File: config.mk
export PLATFORM = sky130hd
export DESIGN_NAME = imem_fetch_ctrl_flat
export DESIGN_NICKNAME = d
export VERILOG_FILES = /design/src/rtl/imem_fetch_ctrl_if.sv /design/src/rtl/imem_fetch_ctrl.sv /design/src/flat_wrapper.sv
export SDC_FILE = /design/constraint.sdc
export NUM_CORES = 1
export LEC_CHECK = 0
export BUFFER_PORTS_ARGS = -buffer_cell sky130_fd_sc_hd__buf_4
export CAP_MARGIN = 10
export CORE_UTILIZATION = 54
export CTS_BUF_LIST = sky130_fd_sc_hd__clkbuf_16
export CTS_CLUSTER_DIAMETER = 200
export DETAILED_ROUTE_END_ITERATION = 12
export PLACE_DENSITY = 0.9
export SLEW_MARGIN = 40
export SYNTH_ARGS = -nofsm -noshare
export SYNTH_HDL_FRONTEND = slang
export SYNTH_SLANG_ARGS = --single-unit
File: constraint.sdc
create_clock -name clk -period 7.45 [get_ports clk]
set_clock_uncertainty 0.15 [all_clocks]
set_input_delay 0.745 -clock clk [delete_from_list [all_inputs] [get_ports clk]]
set_output_delay 0.745 -clock clk [all_outputs]
set_load 0.01 [all_outputs]
File: src/rtl/imem_fetch_ctrl_if.sv
// Bundle of core-fetch, loader and memory-side signals around the instruction-memory
// fetch controller. The slave modport is the controller; master is its environment.
interface imem_fetch_ctrl_if #(
    parameter int AW = 8
);
    logic          fetch_req;
    logic [31:0]   fetch_pc;
    logic          fetch_ready;
    logic          instr_valid;
    logic          instr_ready;
    logic [31:0]   instr;
    logic          instr_misalign;
    logic          ld_req;
    logic [AW-1:0] ld_addr;
    logic [7:0]    ld_data;
    logic          ld_ack;
    logic [AW-1:0] mem_addr;
    logic          mem_we;
    logic [7:0]    mem_wdata;
    logic [7:0]    mem_rdata;

    modport master (
        output fetch_req, fetch_pc, instr_ready, ld_req, ld_addr, ld_data, mem_rdata,
        input  fetch_ready, instr_valid, instr, instr_misalign, ld_ack,
               mem_addr, mem_we, mem_wdata
    );

    modport slave (
        input  fetch_req, fetch_pc, instr_ready, ld_req, ld_addr, ld_data, mem_rdata,
        output fetch_ready, instr_valid, instr, instr_misalign, ld_ack,
               mem_addr, mem_we, mem_wdata
    );
endinterface

File: src/rtl/imem_fetch_ctrl.sv
// Fetch sequencer/arbiter for a byte-wide single-port instruction memory: assembles
// four sync-read bytes into a little-endian word and lets a loader write bytes when idle.
module imem_fetch_ctrl #(
    parameter int AW = 8
) (
    input  logic clk,
    input  logic rst,
    imem_fetch_ctrl_if.slave bus
);

    typedef enum logic [1:0] {
        S_IDLE = 2'd0,
        S_RD   = 2'd1,
        S_CAP  = 2'd2,
        S_RESP = 2'd3
    } state_t;

    state_t        state_r;
    state_t        state_s;
    logic [1:0]    k_r;
    logic [AW-1:0] pc_r;
    logic [23:0]   buf_r;
    logic [31:0]   instr_r;
    logic          misalign_r;
    logic          valid_r;

    logic          accept_s;
    logic          misaligned_s;
    logic          ld_go_s;
    logic          fetch_ready_s;
    logic [AW-1:0] mem_addr_s;
    logic          mem_we_s;
    logic          unused_pc_bits_s;

    assign misaligned_s     = (bus.fetch_pc[1:0] != 2'b00);
    assign unused_pc_bits_s = ^bus.fetch_pc[31:AW];

    // State register.
    always_ff @(posedge clk or posedge rst) begin
        if (rst) begin
            state_r <= S_IDLE;
        end else begin
            state_r <= state_s;
        end
    end

    // Next-state and memory/handshake outputs; loader wins over fetch in IDLE.
    always_comb begin
        state_s       = state_r;
        accept_s      = 1'b0;
        ld_go_s       = 1'b0;
        fetch_ready_s = 1'b0;
        mem_addr_s    = '0;
        mem_we_s      = 1'b0;
        if (rst) begin
            state_s = S_IDLE;
        end else begin
            case (state_r)
                S_IDLE: begin
                    if (bus.ld_req) begin
                        ld_go_s    = 1'b1;
                        mem_we_s   = 1'b1;
                        mem_addr_s = bus.ld_addr;
                        state_s    = S_IDLE;
                    end else begin
                        fetch_ready_s = 1'b1;
                        if (bus.fetch_req) begin
                            accept_s = 1'b1;
                            state_s  = misaligned_s ? S_RESP : S_RD;
                        end else begin
                            state_s = S_IDLE;
                        end
                    end
                end
                S_RD: begin
                    mem_addr_s = pc_r + AW'(k_r);
                    if (k_r == 2'd3) begin
                        state_s = S_CAP;
                    end else begin
                        state_s = S_RD;
                    end
                end
                S_CAP: begin
                    state_s = S_RESP;
                end
                S_RESP: begin
                    if (bus.instr_ready) begin
                        state_s = S_IDLE;
                    end else begin
                        state_s = S_RESP;
                    end
                end
                default: begin
                    state_s = S_IDLE;
                end
            endcase
        end
    end

    // Datapath: PC latch, byte counter, byte assembly and the response registers.
    // Bytes collect in buf_r so instr only ever changes to a complete word.
    always_ff @(posedge clk or posedge rst) begin
        if (rst) begin
            k_r        <= 2'd0;
            pc_r       <= '0;
            buf_r      <= 24'd0;
            instr_r    <= 32'd0;
            misalign_r <= 1'b0;
            valid_r    <= 1'b0;
        end else begin
            valid_r <= (state_s == S_RESP);
            if (accept_s) begin
                pc_r <= bus.fetch_pc[AW-1:0];
                k_r  <= 2'd0;
                if (misaligned_s) begin
                    instr_r    <= 32'd0;
                    misalign_r <= 1'b1;
                end else begin
                    misalign_r <= 1'b0;
                end
            end else if (state_r == S_RD) begin
                k_r <= k_r + 2'd1;
                case (k_r)
                    2'd1:    buf_r[7:0]   <= bus.mem_rdata;
                    2'd2:    buf_r[15:8]  <= bus.mem_rdata;
                    2'd3:    buf_r[23:16] <= bus.mem_rdata;
                    default: buf_r        <= buf_r;
                endcase
            end else if (state_r == S_CAP) begin
                instr_r <= {bus.mem_rdata, buf_r};
            end else begin
                k_r <= k_r;
            end
        end
    end

    assign bus.fetch_ready    = fetch_ready_s;
    assign bus.instr_valid    = valid_r;
    assign bus.instr          = instr_r;
    assign bus.instr_misalign = misalign_r;
    assign bus.ld_ack         = ld_go_s;
    assign bus.mem_addr       = mem_addr_s;
    assign bus.mem_we         = mem_we_s;
    assign bus.mem_wdata      = bus.ld_data;

endmodule

File: src/flat_wrapper.sv
// flat-port wrapper written by rule: the top's interface ports become plain ports
module imem_fetch_ctrl_flat 
#(
    parameter int AW = 8
)
  (clk, rst, bus_fetch_req, bus_fetch_pc, bus_instr_ready, bus_ld_req, bus_ld_addr, bus_ld_data, bus_mem_rdata, bus_fetch_ready, bus_instr_valid, bus_instr, bus_instr_misalign, bus_ld_ack, bus_mem_addr, bus_mem_we, bus_mem_wdata);
  imem_fetch_ctrl_if #(.AW(AW)) bus_i ();
  input  logic clk;
  input  logic rst;
  input wire logic [$bits(bus_i.fetch_req)-1:0] bus_fetch_req;
  input wire logic [$bits(bus_i.fetch_pc)-1:0] bus_fetch_pc;
  input wire logic [$bits(bus_i.instr_ready)-1:0] bus_instr_ready;
  input wire logic [$bits(bus_i.ld_req)-1:0] bus_ld_req;
  input wire logic [$bits(bus_i.ld_addr)-1:0] bus_ld_addr;
  input wire logic [$bits(bus_i.ld_data)-1:0] bus_ld_data;
  input wire logic [$bits(bus_i.mem_rdata)-1:0] bus_mem_rdata;
  output wire logic [$bits(bus_i.fetch_ready)-1:0] bus_fetch_ready;
  output wire logic [$bits(bus_i.instr_valid)-1:0] bus_instr_valid;
  output wire logic [$bits(bus_i.instr)-1:0] bus_instr;
  output wire logic [$bits(bus_i.instr_misalign)-1:0] bus_instr_misalign;
  output wire logic [$bits(bus_i.ld_ack)-1:0] bus_ld_ack;
  output wire logic [$bits(bus_i.mem_addr)-1:0] bus_mem_addr;
  output wire logic [$bits(bus_i.mem_we)-1:0] bus_mem_we;
  output wire logic [$bits(bus_i.mem_wdata)-1:0] bus_mem_wdata;
  assign bus_i.fetch_req = bus_fetch_req;
  assign bus_i.fetch_pc = bus_fetch_pc;
  assign bus_i.instr_ready = bus_instr_ready;
  assign bus_i.ld_req = bus_ld_req;
  assign bus_i.ld_addr = bus_ld_addr;
  assign bus_i.ld_data = bus_ld_data;
  assign bus_i.mem_rdata = bus_mem_rdata;
  assign bus_fetch_ready = bus_i.fetch_ready;
  assign bus_instr_valid = bus_i.instr_valid;
  assign bus_instr = bus_i.instr;
  assign bus_instr_misalign = bus_i.instr_misalign;
  assign bus_ld_ack = bus_i.ld_ack;
  assign bus_mem_addr = bus_i.mem_addr;
  assign bus_mem_we = bus_i.mem_we;
  assign bus_mem_wdata = bus_i.mem_wdata;
  imem_fetch_ctrl #(.AW(AW)) u_core (.clk(clk), .rst(rst), .bus(bus_i));
endmodule
# == Yosys cells after proc, flatten, opt, wreduce, memory -nomap -nowiden ==
# Cells that the tools add are included.
# totals
out_inout_bits,53
ff_bits,70
elab_cells,56
# classes
n_mux,27
n_reduce_logical,8
add_sub_neg,2
bitwise,1
n_eq_ne,9
# op_table
operator,n
2-to-1 mux 32 bit,4
2-to-1 mux 2 bit,8
2-to-1 mux 8 bit,2
case mux 8 bit (2 select lines),1
AND reduction 3 bit,4
2-to-1 mux 1 bit,11
== test 2 bit (second input constant),5
adder 8 x 2 -> 8 bit,1
case mux 2 bit (4 select lines),1
nonzero test 2 bit,3
== test 2 x 1 -> 1 bit (second input constant),2
adder 2 x 1 -> 2 bit (second input constant),1
logical NOT 2 bit,1
inequality test 2 x 1 -> 1 bit (second input constant),1
inequality test 2 bit (second input constant),1
inverter 1 bit,1

# == Depth between registers and ports, before layout ==
# logic_depth
word_depth,7
depth_mapped,6
mapped_depth_nobuf,5

# == Worst setup path before layout ==
# OpenSTA, ideal clock, no wires.
# synth_timing
path_kind,input port to output port
from,input port rst
to,output port bus_mem_addr[3]
n_path_buf,0
cell_stages,3
path_slack_ns,3.806
arrival_time_ns,2.749
required_ns,6.555
cell_sequence,inv_1 and2_1 a22o_1
# synth_via
elab_chain_cells,1
# synth_lines
element,line,rtl
"start, declared",flat_wrapper.sv:9,input logic rst;
2-to-1 mux 8 bit,imem_fetch_ctrl.sv:55,if (rst) begin
"end, declared",flat_wrapper.sv:22,output wire logic [$bits(bus_i.mem_addr)-1:0] bus_mem_addr;
# Every way passes these cells.

# == Final worst setup path ==
# layout_timing
from,register u_core.state_r[0]
to,output port bus_mem_addr[3]
# layout_via
elab_chain_cells,3
# layout_lines
element,line,rtl
"start, declared",imem_fetch_ctrl.sv:18,state_t state_r;
"start signal, assigned",imem_fetch_ctrl.sv:43,state_r <= state_s;
== test 2 x 1 -> 1 bit / logical NOT 2 bit (equally long branches),imem_fetch_ctrl.sv:58,case (state_r)
case mux 8 bit (2 select lines) *,imem_fetch_ctrl.sv:58,
2-to-1 mux 8 bit *,imem_fetch_ctrl.sv:55,
# Mark *: on every way between the ends. The rest lies on a longest branch, timed or not.

==> impl_metrics.py <==
metrics = {
    "global_route": {
        "grt_start_max_net_pins": 73,
        "grt_usage": 0.244,
        "grt_overflow": 0,
        "grt_pass1_wl_um": 11500,
        "grt_pass1_vias": 2262,
        "grt_antenna_before_repair": 0,
    },
    "run_status": {
        "status": "finished, final reports clean",
    },
    "timing": {
        "max_clock_freq_mhz": 329,
        "period_needed_ns": 3.04,
        "hold_slack_ns": 0.336,
        "setup_tns_ns": 0,
        "final-hold-violation-count": 0,
        "worstMarginPinSlew_ns": 0.714,
        "maxSlewHeadroom": 0.523,
        "finalSetupViolations": 0,
        "drv_slew": 0,
        "fin_crit_sh": 0.408,
        "rsz0062_at_grt": "false",
    },
    "die": {
        "design.portCount": 114,
        "start_util": 0.558,
        "die_width_um": 80.0,
        "die_y_um": 80.0,
        "core-area_um2": 5890,
        "placementRows": 28,
        "die_area_um2": 6400,
    },
    "route": {
        "vias": 2315,
        "drtIter0Drc": 166,
        "drt-wirelength-per-cell_um": 16.9,
        "ant_nets": 0,
        "detail_route.first_pass.iterations": 5,
        "wl_um": 7230,
        "drcViolationCount": 0,
        "viasPerCell": 5.40,
    },
    "clocking": {
        "path_clk_slew_ns": 0.06,
        "cts_hold_buffers": 0,
        "cts_num_sinks": 70,
        "cts_resized": 0,
        "cts_tree": "yes",
        "cts_made_buffers": 9,
        "root_buffer": "clkbuf_16",
        "clk_latency_ns": 0.33,
        "clk_path_buf_depth": 2,
        "post_cts_buffers": 0,
        "htree_levels": 3,
    },
    "finish": {
        "diodes": 0,
        "final_area_um2": 4080,
        "drive_gt1_frac": 0.373,
        "layout_common_cells": "73 x buf_4, 70 x dfrtp_1, 66 x nand2_1",
        "area_delta_synth_final_pct": 24.3,
        "mostFrequentLayoutCell": "buf_4",
        "nets": 416,
    },
    "yosys": {
        "synth_edf_count": 0,
        "syn_area_per_cell_um2": 11.4,
        "netlist_area_um2": 3290,
        "synth_seq_cells": 70,
        "synth_cell_types": 39,
        "yosysWarnings": 0,
        "synthArstFlopShare": 1.00,
        "synth_cells": 287,
        "yosysSeqAreaShare": 0.533,
        "syn-num-nets": 354,
        "ys.flop_type": "dfrtp_1",
    },
    "setup_path": {
        "worstPathCellList": "nor2b_4 -> and2_1 -> a22o_1 -> buf_4",
        "critPathTopFamily": "simple AND/OR/NAND/NOR gates",
        "cp-end-kind": "output port",
        "cp_slowest_cell": "dfrtp_1",
        "arrival_ns": 2.14,
        "path_max_fanout": 16,
        "crit_path_start_kind": "flop",
        "max_stage_delay_ns": 0.71,
        "critPathKind": "flop to output port",
        "worst-path-buf-inv": 1,
        "cp_data_required_time_ns": 6.55,
    },
    "power": {
        "peakVddDrop_mv": 0.221,
        "powerDensity_nw_per_um2": 415,
        "power_leakage_uw": 0.00198,
        "finalPower_uw": 1700,
    },
    "placed_design": {
        "portBuffers": 73,
        "place_congestion": 0.804,
        "hpwl_um": 4610,
        "placed_area_um2": 3780,
    },
    "worst_hold_path": {
        "holdCritPathClass": "flop to flop",
    },
    "run": {
        "cap_violations": 0,
    },
}
worst reg2reg max path: cells and delay by family, from the launching register on:
kind	cells	cell delay (ns)
AND/OR/NAND/NOR	3	1.14
flip-flops	1	0.59
AO/OA/AOI/OAI	1	0.25
layer usage:
metal / vias to the layer above / routed length (µm) / GRT usage
met4: 0 / 83 / 0.0839
met3: 9 / 387 / 0.0697
met1: 1157 / 2980 / 0.322
met2: 73 / 3770 / 0.387
li1: 1076 / - / -
met5: - / 0 / 0
worst paths after layout:
path / from / endpoint / slack, ns / cells past startpoint
min in group asynchronous: rst / u_core.state_r[1] / 0.45 / 3
setup reg to reg: u_core.state_r[0] / u_core.bus.instr[20] / 5.15 / 4
setup / recovery: u_core.state_r[0] / bus_mem_addr[3] / 4.41 / 4
max in group asynchronous: rst / u_core.bus.instr[25] / 6.26 / 3
hold / removal: u_core.buf_r[21] / u_core.bus.instr[21] / 0.34 / 2
hold reg to reg: u_core.buf_r[21] / u_core.bus.instr[21] / 0.34 / 2
flip-flops by register name, summed over array words and instances, names as in the netlist:
name	cells
u_core.k_r	2
u_core.bus.instr_misalign	1
u_core.bus.instr_valid	1
u_core.buf_r	24
u_core.state_r	2
u_core.pc_r	8
u_core.bus.instr	32
per-stage QoR:
step | setup slack [ns] | util | std cells
finish | 4.41 | 0.694 | 429
floorplan | 3.81 | - | 287
CTS | 4.42 | 0.694 | 429
detailed placement | 4.53 | 0.643 | 413
global placement | 4.37 | 0.641 | 413
global route | 4.29 | 0.694 | 429
layout make-up:
class / count / area, µm²
Inverter: 4 / 15.0
Multi-Input combinational cell: 190 / 1370
Clock buffer: 9 / 225
Timing Repair Buffer: 74 / 559
Clock inverter: 7 / 72.6
Sequential cell: 70 / 1750
Tap cell: 75 / 93.8
Fill cell: 432 / 1800
Yosys cell counts, drive strengths merged, types with 4 or more instances:
master,number,area (µm²)
nand2,70,319
ha,5,62.6
nor2,11,48.8
dfrtp,70,1750
xnor2,5,43.8
inv,4,15.0
buf,20,153
mux2,32,450
a21oi,4,20.0
a22o,4,35.0
o21ai,32,160
where the power goes:
part	switching, µW	leakage [µW]	internal (µW)
logic	262	0.000995	325
registers	131	0.000855	556
clock network	163	0.000132	259
kinds of logic (layout without fill, tap and decap cells):
| group | after synthesis | in the layout | share of synthesized area |
|---|---|---|---|
| AO/OA/AOI/OAI | 48 | 48 | 0.0845 |
| XOR/XNOR | 7 | 7 | 0.0187 |
| adder cells (fa/ha/maj) | 6 | 6 | 0.0251 |
| buffers and inverters | 27 | 94 | 0.0544 |
| flip-flops | 70 | 70 | 0.533 |
| multiplexers | 32 | 32 | 0.137 |
| AND/OR/NAND/NOR | 97 | 97 | 0.147 |
Note: power is estimated with default switching activity, not from simulation.
